$ cat src/rtl/nes_bus_pkg.sv
// NES CPU bus shared types: address regions, OAM DMA states and fixed register locations.
// Pure declarations; no timing or flow control.
package nes_bus_pkg;

  typedef enum logic [2:0] {RAM, PPU, OAMDMA, JOY1, JOY2, PRG, NONE} region_t;
  typedef enum logic [2:0] {IDLE, ALIGN, DUMMY, RD, WR} dma_state_t;

  localparam logic [15:0] OAMDMA_ADDR = 16'h4014;
  localparam logic [2:0]  OAMDATA_IDX = 3'd4;

  function automatic region_t decode_region(input logic [15:0] a);
    region_t r;
    r = NONE;
    if (a[15:13] == 3'b000)      r = RAM;
    else if (a[15:13] == 3'b001) r = PPU;
    else if (a == OAMDMA_ADDR)   r = OAMDMA;
    else if (a == 16'h4016)      r = JOY1;
    else if (a == 16'h4017)      r = JOY2;
    else if (a[15])              r = PRG;
    return r;
  endfunction

endpackage

$ cat src/rtl/nes_joypad.sv
// One controller port: strobe latch plus 8-bit serial shift register (1-filled on shift).
// Read bit is combinational from the register; strobe reloads every cycle; no backpressure.
module nes_joypad (
  input  logic       pin_clock,
  input  logic       pin_reset_n,
  input  logic       strobe_w,
  input  logic       strobe_d,
  input  logic       shift,
  input  logic [7:0] buttons,
  output logic       bit0
);

  logic       strobe;
  logic [7:0] sr;

  always_ff @(posedge pin_clock or negedge pin_reset_n) begin
    if (!pin_reset_n) begin
      strobe <= 1'b0;
      sr     <= 8'h00;
    end else begin
      if (strobe_w) strobe <= strobe_d;
      if (strobe)     sr <= buttons;
      else if (shift) sr <= {1'b1, sr[7:1]};
    end
  end

  assign bit0 = sr[0];

endmodule

$ cat src/rtl/nes_cpu_bus.sv
// NES CPU memory-map decoder and OAM DMA engine (joypads under NES_JOYPAD_EN).
// Decode and read data are combinational; DMA stalls the CPU via cpu_ce for 513/514 cycles.
module nes_cpu_bus
  import nes_bus_pkg::*;
#(
  parameter int          PRG_AW   = 15,
  parameter int          RAM_AW   = 11,
  parameter logic [7:0]  OPEN_BUS = 8'h00
) (
  input  logic              pin_clock,
  input  logic              pin_reset_n,
  input  logic [15:0]       cpu_address,
  input  logic [7:0]        cpu_o,
  input  logic              cpu_w,
  input  logic              cpu_read,
  output logic [7:0]        cpu_i,
  output logic              cpu_ce,
  output logic [RAM_AW-1:0] ram_address,
  output logic [7:0]        ram_o,
  output logic              ram_w,
  input  logic [7:0]        ram_i,
  output logic [2:0]        ppu_address,
  output logic [7:0]        ppu_o,
  output logic              ppu_w,
  output logic              ppu_read,
  input  logic [7:0]        ppu_i,
  output logic [PRG_AW-1:0] prg_address,
  input  logic [7:0]        prg_i,
  input  logic [7:0]        joy1,
  input  logic [7:0]        joy2
);

  dma_state_t  state, state_nxt;
  logic        parity;
  logic [7:0]  page, idx, latch;
  logic [15:0] bus_addr;
  logic        bus_w, bus_read, dma_trig;
  region_t     region;
  logic [7:0]  rd_data;

  assign cpu_ce   = (state == IDLE);
  assign dma_trig = cpu_ce & cpu_w & (cpu_address == OAMDMA_ADDR);

  // The DMA engine only becomes bus master while the CPU is stalled.
  assign bus_addr = cpu_ce ? cpu_address : {page, idx};
  assign bus_w    = cpu_ce & cpu_w;
  assign bus_read = cpu_ce ? cpu_read : (state == RD);
  assign region   = decode_region(bus_addr);

  assign ram_address = bus_addr[RAM_AW-1:0];
  assign ram_o       = cpu_o;
  assign ram_w       = bus_w & (region == RAM);
  assign ppu_address = (state == WR) ? OAMDATA_IDX : bus_addr[2:0];
  assign ppu_o       = (state == WR) ? latch : cpu_o;
  assign ppu_w       = (state == WR) | (bus_w & (region == PPU));
  assign ppu_read    = bus_read & (region == PPU);
  assign prg_address = bus_addr[PRG_AW-1:0];

`ifdef NES_JOYPAD_EN
  logic joy1_bit, joy2_bit, joy_strobe_w;

  assign joy_strobe_w = bus_w & (region == JOY1);

  nes_joypad u_joy1 (
    .pin_clock   (pin_clock),
    .pin_reset_n (pin_reset_n),
    .strobe_w    (joy_strobe_w),
    .strobe_d    (cpu_o[0]),
    .shift       (bus_read & (region == JOY1)),
    .buttons     (joy1),
    .bit0        (joy1_bit)
  );

  nes_joypad u_joy2 (
    .pin_clock   (pin_clock),
    .pin_reset_n (pin_reset_n),
    .strobe_w    (joy_strobe_w),
    .strobe_d    (cpu_o[0]),
    .shift       (bus_read & (region == JOY2)),
    .buttons     (joy2),
    .bit0        (joy2_bit)
  );
`else
  logic unused_joy;
  assign unused_joy = ^{joy1, joy2};
`endif

  always_comb begin
    rd_data = OPEN_BUS;
    case (region)
      RAM:     rd_data = ram_i;
      PPU:     rd_data = ppu_i;
      PRG:     rd_data = prg_i;
`ifdef NES_JOYPAD_EN
      JOY1:    rd_data = {7'b0100000, joy1_bit};
      JOY2:    rd_data = {7'b0100000, joy2_bit};
`endif
      default: rd_data = OPEN_BUS;
    endcase
  end

  assign cpu_i = rd_data;

  always_comb begin
    state_nxt = state;
    case (state)
      IDLE:    if (dma_trig) state_nxt = parity ? ALIGN : DUMMY;
      ALIGN:   state_nxt = DUMMY;
      DUMMY:   state_nxt = RD;
      RD:      state_nxt = WR;
      WR:      state_nxt = (idx == 8'hFF) ? IDLE : RD;
      default: state_nxt = IDLE;
    endcase
  end

  always_ff @(posedge pin_clock or negedge pin_reset_n) begin
    if (!pin_reset_n) begin
      state  <= IDLE;
      parity <= 1'b0;
      page   <= 8'h00;
      idx    <= 8'h00;
      latch  <= 8'h00;
    end else begin
      state  <= state_nxt;
      parity <= ~parity;
      if (dma_trig) page <= cpu_o;
      if (state == DUMMY)   idx <= 8'h00;
      else if (state == WR) idx <= idx + 8'd1;  // wraps to 0 on the exit write
      if (state == RD) latch <= rd_data;
    end
  end

endmodule

$ cat config.mk
export PLATFORM = sky130hd
export DESIGN_NAME = nes_cpu_bus
export DESIGN_NICKNAME = d
export VERILOG_FILES = /design/src/rtl/nes_bus_pkg.sv /design/src/rtl/nes_joypad.sv /design/src/rtl/nes_cpu_bus.sv
export SDC_FILE = /design/constraint.sdc
export NUM_CORES = 1
export LEC_CHECK = 0
export BUFFER_PORTS_ARGS = -buffer_cell sky130_fd_sc_hd__buf_2
export CORE_MARGIN = 2
export CORE_UTILIZATION = 45
export DETAILED_ROUTE_END_ITERATION = 16
export GPL_ROUTABILITY_DRIVEN = 0
export PLACE_DENSITY = 0.85
export SETUP_SLACK_MARGIN = 0.1
export SLEW_MARGIN = 15
export SYNTH_ARGS = -nofsm -noshare
export SYNTH_HDL_FRONTEND = slang
export SYNTH_SLANG_ARGS = --single-unit
$ cat constraint.sdc
create_clock -name pin_clock -period 5.29 [get_ports pin_clock]
set_input_delay 0.529 -clock pin_clock [delete_from_list [all_inputs] [get_ports pin_clock]]
set_output_delay 0.529 -clock pin_clock [all_outputs]
set_load 0.03 [all_outputs]
==> Yosys cells after proc, flatten, opt, wreduce, memory -nomap -nowiden <==
Cells that the tools add are included.
Widths: inputs -> output; s select.
{ "totals": {"regBits": 28, "elab_cells": 47} }
{ "classes": {"n_addsub": 1, "eq_ne": 13, "n_mux": 17, "bitwise_logic": 7, "n_reduce_logical": 4} }
{ "op_table": {"columns": ["op", "n"], "rows": [
  ["$eq 16x15->1 const B", 4],
  ["$mux 8", 3],
  ["$pmux 8 s3", 1],
  ["$mux 3", 6],
  ["$mux 16", 1],
  ["$pmux 3 s5", 1],
  ["$eq 3x1->1 const B", 3],
  ["$logic_not 3->1", 3],
  ["$add 8x1->8 const B", 1],
  ["$eq 8x8->1 const B", 1],
  ["$mux 2", 4],
  ["$eq 3x2->1 const B", 2],
  ["$eq 3x3->1 const B", 2],
  ["$and 1x1->1", 5],
  ["$ne 2x1->1 const B", 1],
  ["$reduce_bool 2->1", 1],
  ["$mux 1", 1],
  ["$not 1->1", 1],
  ["$or 1x1->1", 1]
]} }

==> Longest topological paths before layout <==
{ "logic_depth": {"ltp_word": 11, "mapped_depth": 7} }

==> Worst setup path before layout <==
OpenSTA, ideal clock, no wires.
{ "synth_timing": {"kind": "input to output", "startpoint": "input port cpu_address[13]", "endpoint": "output port ppu_read", "arrival_time_ns": 2.554, "t_required_ns": 4.761, "path_slack_ns": 2.207, "stages": 5, "path_buffers": 2, "path_cell_list": "or4b_1 clkbuf_1 buf_2 nand2_1 nor4b_1"} }
{ "synth_via": {"elab_chain_len": 9, "word_cells_on_any_way": 13} }
{ "synth_lines": {"columns": ["item", "line_no", "text"], "rows": [
  ["from (decl)", "nes_cpu_bus.sv:12", "input logic [15:0] cpu_address,"],
  ["$mux 16 *", "nes_cpu_bus.sv:45", "assign bus_addr = cpu_ce ? cpu_address : {page, idx};"],
  ["net prg_address[13]", "nes_cpu_bus.sv:27", "output logic [PRG_AW-1:0] prg_address,"],
  ["$eq 16x15->1", "nes_bus_pkg.sv:18", "else if (a == 16'h4017) r = JOY2;"],
  ["$mux 2", "nes_bus_pkg.sv:18", null],
  ["$mux 3", "nes_bus_pkg.sv:17", "else if (a == 16'h4016) r = JOY1;"],
  ["$mux 3", "nes_bus_pkg.sv:16", "else if (a == OAMDMA_ADDR) r = OAMDMA;"],
  ["$mux 3", "nes_bus_pkg.sv:15", "else if (a[15:13] == 3'b001) r = PPU;"],
  ["$mux 3 *", "nes_bus_pkg.sv:14", "if (a[15:13] == 3'b000) r = RAM;"],
  ["$eq 3x1->1 *", "nes_cpu_bus.sv:56", "assign ppu_read = bus_read & (region == PPU);"],
  ["$and 1x1->1 *", "nes_cpu_bus.sv:56", null],
  ["to (decl)", "nes_cpu_bus.sv:25", "output logic ppu_read,"]
]} }
Mark *: on every way through the listed nets, which the timed path passes. The rest lies on a longest branch.

==> Worst setup path in the final report <==
{ "layout_timing": {"startpoint": "register state[0]", "endpoint": "output port ppu_address[1]"} }
{ "layout_via": {"elab_chain_len": 3, "word_cells_on_any_way": 4} }
{ "layout_lines": {"columns": ["item", "line_no", "text"], "rows": [
  ["from (decl)", "nes_cpu_bus.sv:33", "dma_state_t state, state_nxt;"],
  ["from (signal assigned)", "nes_cpu_bus.sv:124", "state <= state_nxt;"],
  ["$logic_not 3->1", "nes_cpu_bus.sv:41", "assign cpu_ce = (state == IDLE);"],
  ["$mux 16", "nes_cpu_bus.sv:45", null],
  ["$mux 3 *", "nes_cpu_bus.sv:53", "assign ppu_address = (state == WR) ? OAMDATA_IDX : bus_addr[2:0];"],
  ["to (decl)", "nes_cpu_bus.sv:22", "output logic [2:0] ppu_address,"]
]} }
Mark *: on every way between the ends. The rest lies on a longest branch, timed or not.

==> metrics.yaml <==
synth:
  synth_area_leaders: "dfrtp_1, nand2_1, mux2_2"
  synth_warnings: 0
  synth.avg_cell_area_um2: 8.75
  synthTopCellsByCount: "nand2_1, dfrtp_1, buf_4"
  synth_cells: 233
  syn_nets: 302
  yosys.area.top_type: "dfrtp_1"
  synth.most_common_cell: "nand2_1"
  synth_top_area_frac: 0.344
  syn-cell-area_um2: 2040
  synth-async-reset-ratio: 1.00
  seq_area_frac_synth: 0.344
  yosys_most_used_dff: "dfrtp_1"
  yosysUniqueCellTypes: 42
  ys_ff_latch: 28
  synth_edf_count: 0
global_route:
  grt_pass1_vias: 1786
  grt_max_degree: 29
  antenna_found_initial: 0
  track_usage: 0.201
  grt_pass1_wl_mm: 8.14
  gr-total-overflow: 0
setup_path:
  critPathSlowestCell: "nor3_4"
  cp-endpoint: "ppu_address[1]"
  crit_type: "register to primary output"
  endpoint_kind: "primary output"
  worstPathRequired_ns: 4.76
  r2r-end: "page[6]$_DFFE_PN0P_"
  start_kind: "register"
  cp_max_fo: 19
  ff2ff_setup_slack_ns: 2.70
  critPathArrivalTime_ns: 2.36
  reg2reg_from: "state[0]$_DFFE_PN0P_"
  rr_worst_depth: 4
  path_cells: "nor3_4 -> mux2_2 -> and2_1 -> buf_2"
  cp-startpoint: "state[0]$_DFFE_PN0P_"
  cp_slowest_stage_delay_ns: 0.79
sta:
  tightest_slew_ns: 0.903
  hold_viol_final: 0
  rsz0062_at_grt: "false"
  slew_violations: 0
  whs_ns: 0.269
  slew_headroom: 0.396
  final_min_period_over_clock_period: 0.547
  setup_viol: 0
  tns_ns: 0
  period_minus_slack_ns: 2.89
  skew_ns: 0.00142
  fmax_mhz: 346
placed_design:
  hpwl_mm: 3.91
  place_area_um2: 2440
  io_buffers: 108
clock_network:
  cts_resized: 0
  cts_tree: "done"
  root_buffer: "clkbuf_8"
  cts-buffers-inserted: 3
  max-clock-path-buffers: 2
  post_cts.repair.setup_buffers: 0
  clock_latency_ns: 0.27
  htree_levels: 1
  clk_pin_slew_ns: 0.09
  clock-sinks: 28
  ctsHoldBuffers: 0
floorplanning:
  die_w_um: 71.3
  fp.dieH_um: 71.3
  start_util: 0.468
  num_rows: 24
  coreArea_um2: 4350
  die_area_um2: 5080
  ios: 125
cells_and_area:
  antenna_cells: 0
  drive_above_1_share: 0.447
  final_core_utilization: 0.570
  final_area_um2: 2480
  final_nets: 384
  area_growth_pct: 21.8
power:
  p_total_mw: 0.401
  ir_drop_mv: 0.0859
  p_per_area_nw_per_um2: 162
  p_leak_nw: 1.35
route:
  drt_pass1_iterations: 4
  drt-vias-per-instance: 5.31
  antenna_left: 0
  drcViolationCount: 0
  drtIter0Drc: 131
  vias: 1939
  wl_mm: 5.08
  wl_per_cell_um: 13.9
status:
  status: "finished clean"
worst_hold_path:
  holdCritPathClass: "input pin to async pin"
job:
  cap_violations: 0
==> power breakdown <==
group	total, mW	leakage (nW)	switching, mW	internal [mW]
logic	0.0699	0.972	0.0427	0.0272
clock network	0.113	0.0216	0.0617	0.0511
registers	0.219	0.355	0.00174	0.217
total	0.401	1.35	0.106	0.295
==> per-stage QoR <==
step | instances | worst slack [ns]
floorplan | 233 | 2.21
global placement | 362 | 2.71
detailed placement | 362 | 2.69
CTS | 365 | 2.39
global route | 365 | 2.25
finish | 365 | 2.40
==> layer usage <==
| layer | vias up | global-route usage | wire length [um] |
|---|---|---|---|
| met5 | - | 0 | 0 |
| met1 | 892 | 0.275 | 2260 |
| met4 | 0 | 0.0776 | 98 |
| met2 | 84 | 0.332 | 2450 |
| met3 | 8 | 0.0169 | 282 |
| li1 | 955 | - | - |
==> logic make-up after synthesis <==
family,Yosys count,share of synthesized area
and+or+nand+nor,101,0.250
buffers and inverters,36,0.112
muxes,24,0.145
DFF,28,0.344
adders and majority gates,1,0.00614
AOI/OAI and AO/OA,43,0.142
==> critical path, delay by kind of cell (launching register included) <==
kind,cells,cell delay (ns)
buf+inv,1,0.17
flops,1,0.53
mux,1,0.43
simple gates,2,0.94
==> worst min path at each step <==
stage | startpoint | endpoint | slack (ns) | depth (start not counted)
after floorplan | pin_reset_n | idx[0]$_DFFE_PN0P_ | 0.23 | 0
after global placement | parity$_DFF_PN0_ | parity$_DFF_PN0_ | 0.44 | 1
after detailed placement | parity$_DFF_PN0_ | parity$_DFF_PN0_ | 0.45 | 1
after CTS | pin_reset_n | latch[7]$_DFFE_PN0N_ | 0.29 | 1
after global routing | pin_reset_n | idx[7]$_DFFE_PN0P_ | 0.30 | 1
final | pin_reset_n | idx[7]$_DFFE_PN0P_ | 0.27 | 1
==> flip-flops by register name, summed over array words and instances (netlist names) <==
register,cells
page,8
latch,8
state,3
idx,8
parity,1
==> final cells by class <==
cell class	count	area [um2]
sequential	28	701
timing repair buffer	110	556
fill	382	1870
multi-input combinational	169	1110
inverter	3	11.3
tap	52	65.1
clock buffer	3	41.3
==> placed cells by master (no fill, tap or decap) <==
| master | n |
|---|---|
| buf_2 | 108 |
| nand2_1 | 48 |
| dfrtp_1 | 28 |
| nor2_1 | 16 |
| mux2_2 | 13 |
| and3_1 | 13 |
| a31oi_1 | 9 |
| a21boi_0 | 8 |
| o21ai_1 | 8 |
| mux2_4 | 8 |
| o21ai_0 | 7 |
| nand4_1 | 5 |
| inv_1 | 3 |
| and2_1 | 3 |
| a21oi_1 | 3 |
| mux2i_1 | 3 |
| clkbuf_8 | 3 |
| nor3_1 | 2 |
| or3b_2 | 2 |
| o31ai_1 | 2 |
| o31a_1 | 2 |
| buf_4 | 2 |
| nor3_4 | 1 |
| or4b_1 | 1 |
| a21o_1 | 1 |
| nor4b_2 | 1 |
| a2111oi_4 | 1 |
| or2_0 | 1 |
| nand3b_1 | 1 |
| nand2b_1 | 1 |
| nor4b_1 | 1 |
| and3b_1 | 1 |
| or4_1 | 1 |
| or4_2 | 1 |
| nor4_1 | 1 |
| and4_1 | 1 |
| a22oi_1 | 1 |
| a22o_1 | 1 |
| ha_1 | 1 |
(Power assumes the default switching activity.)
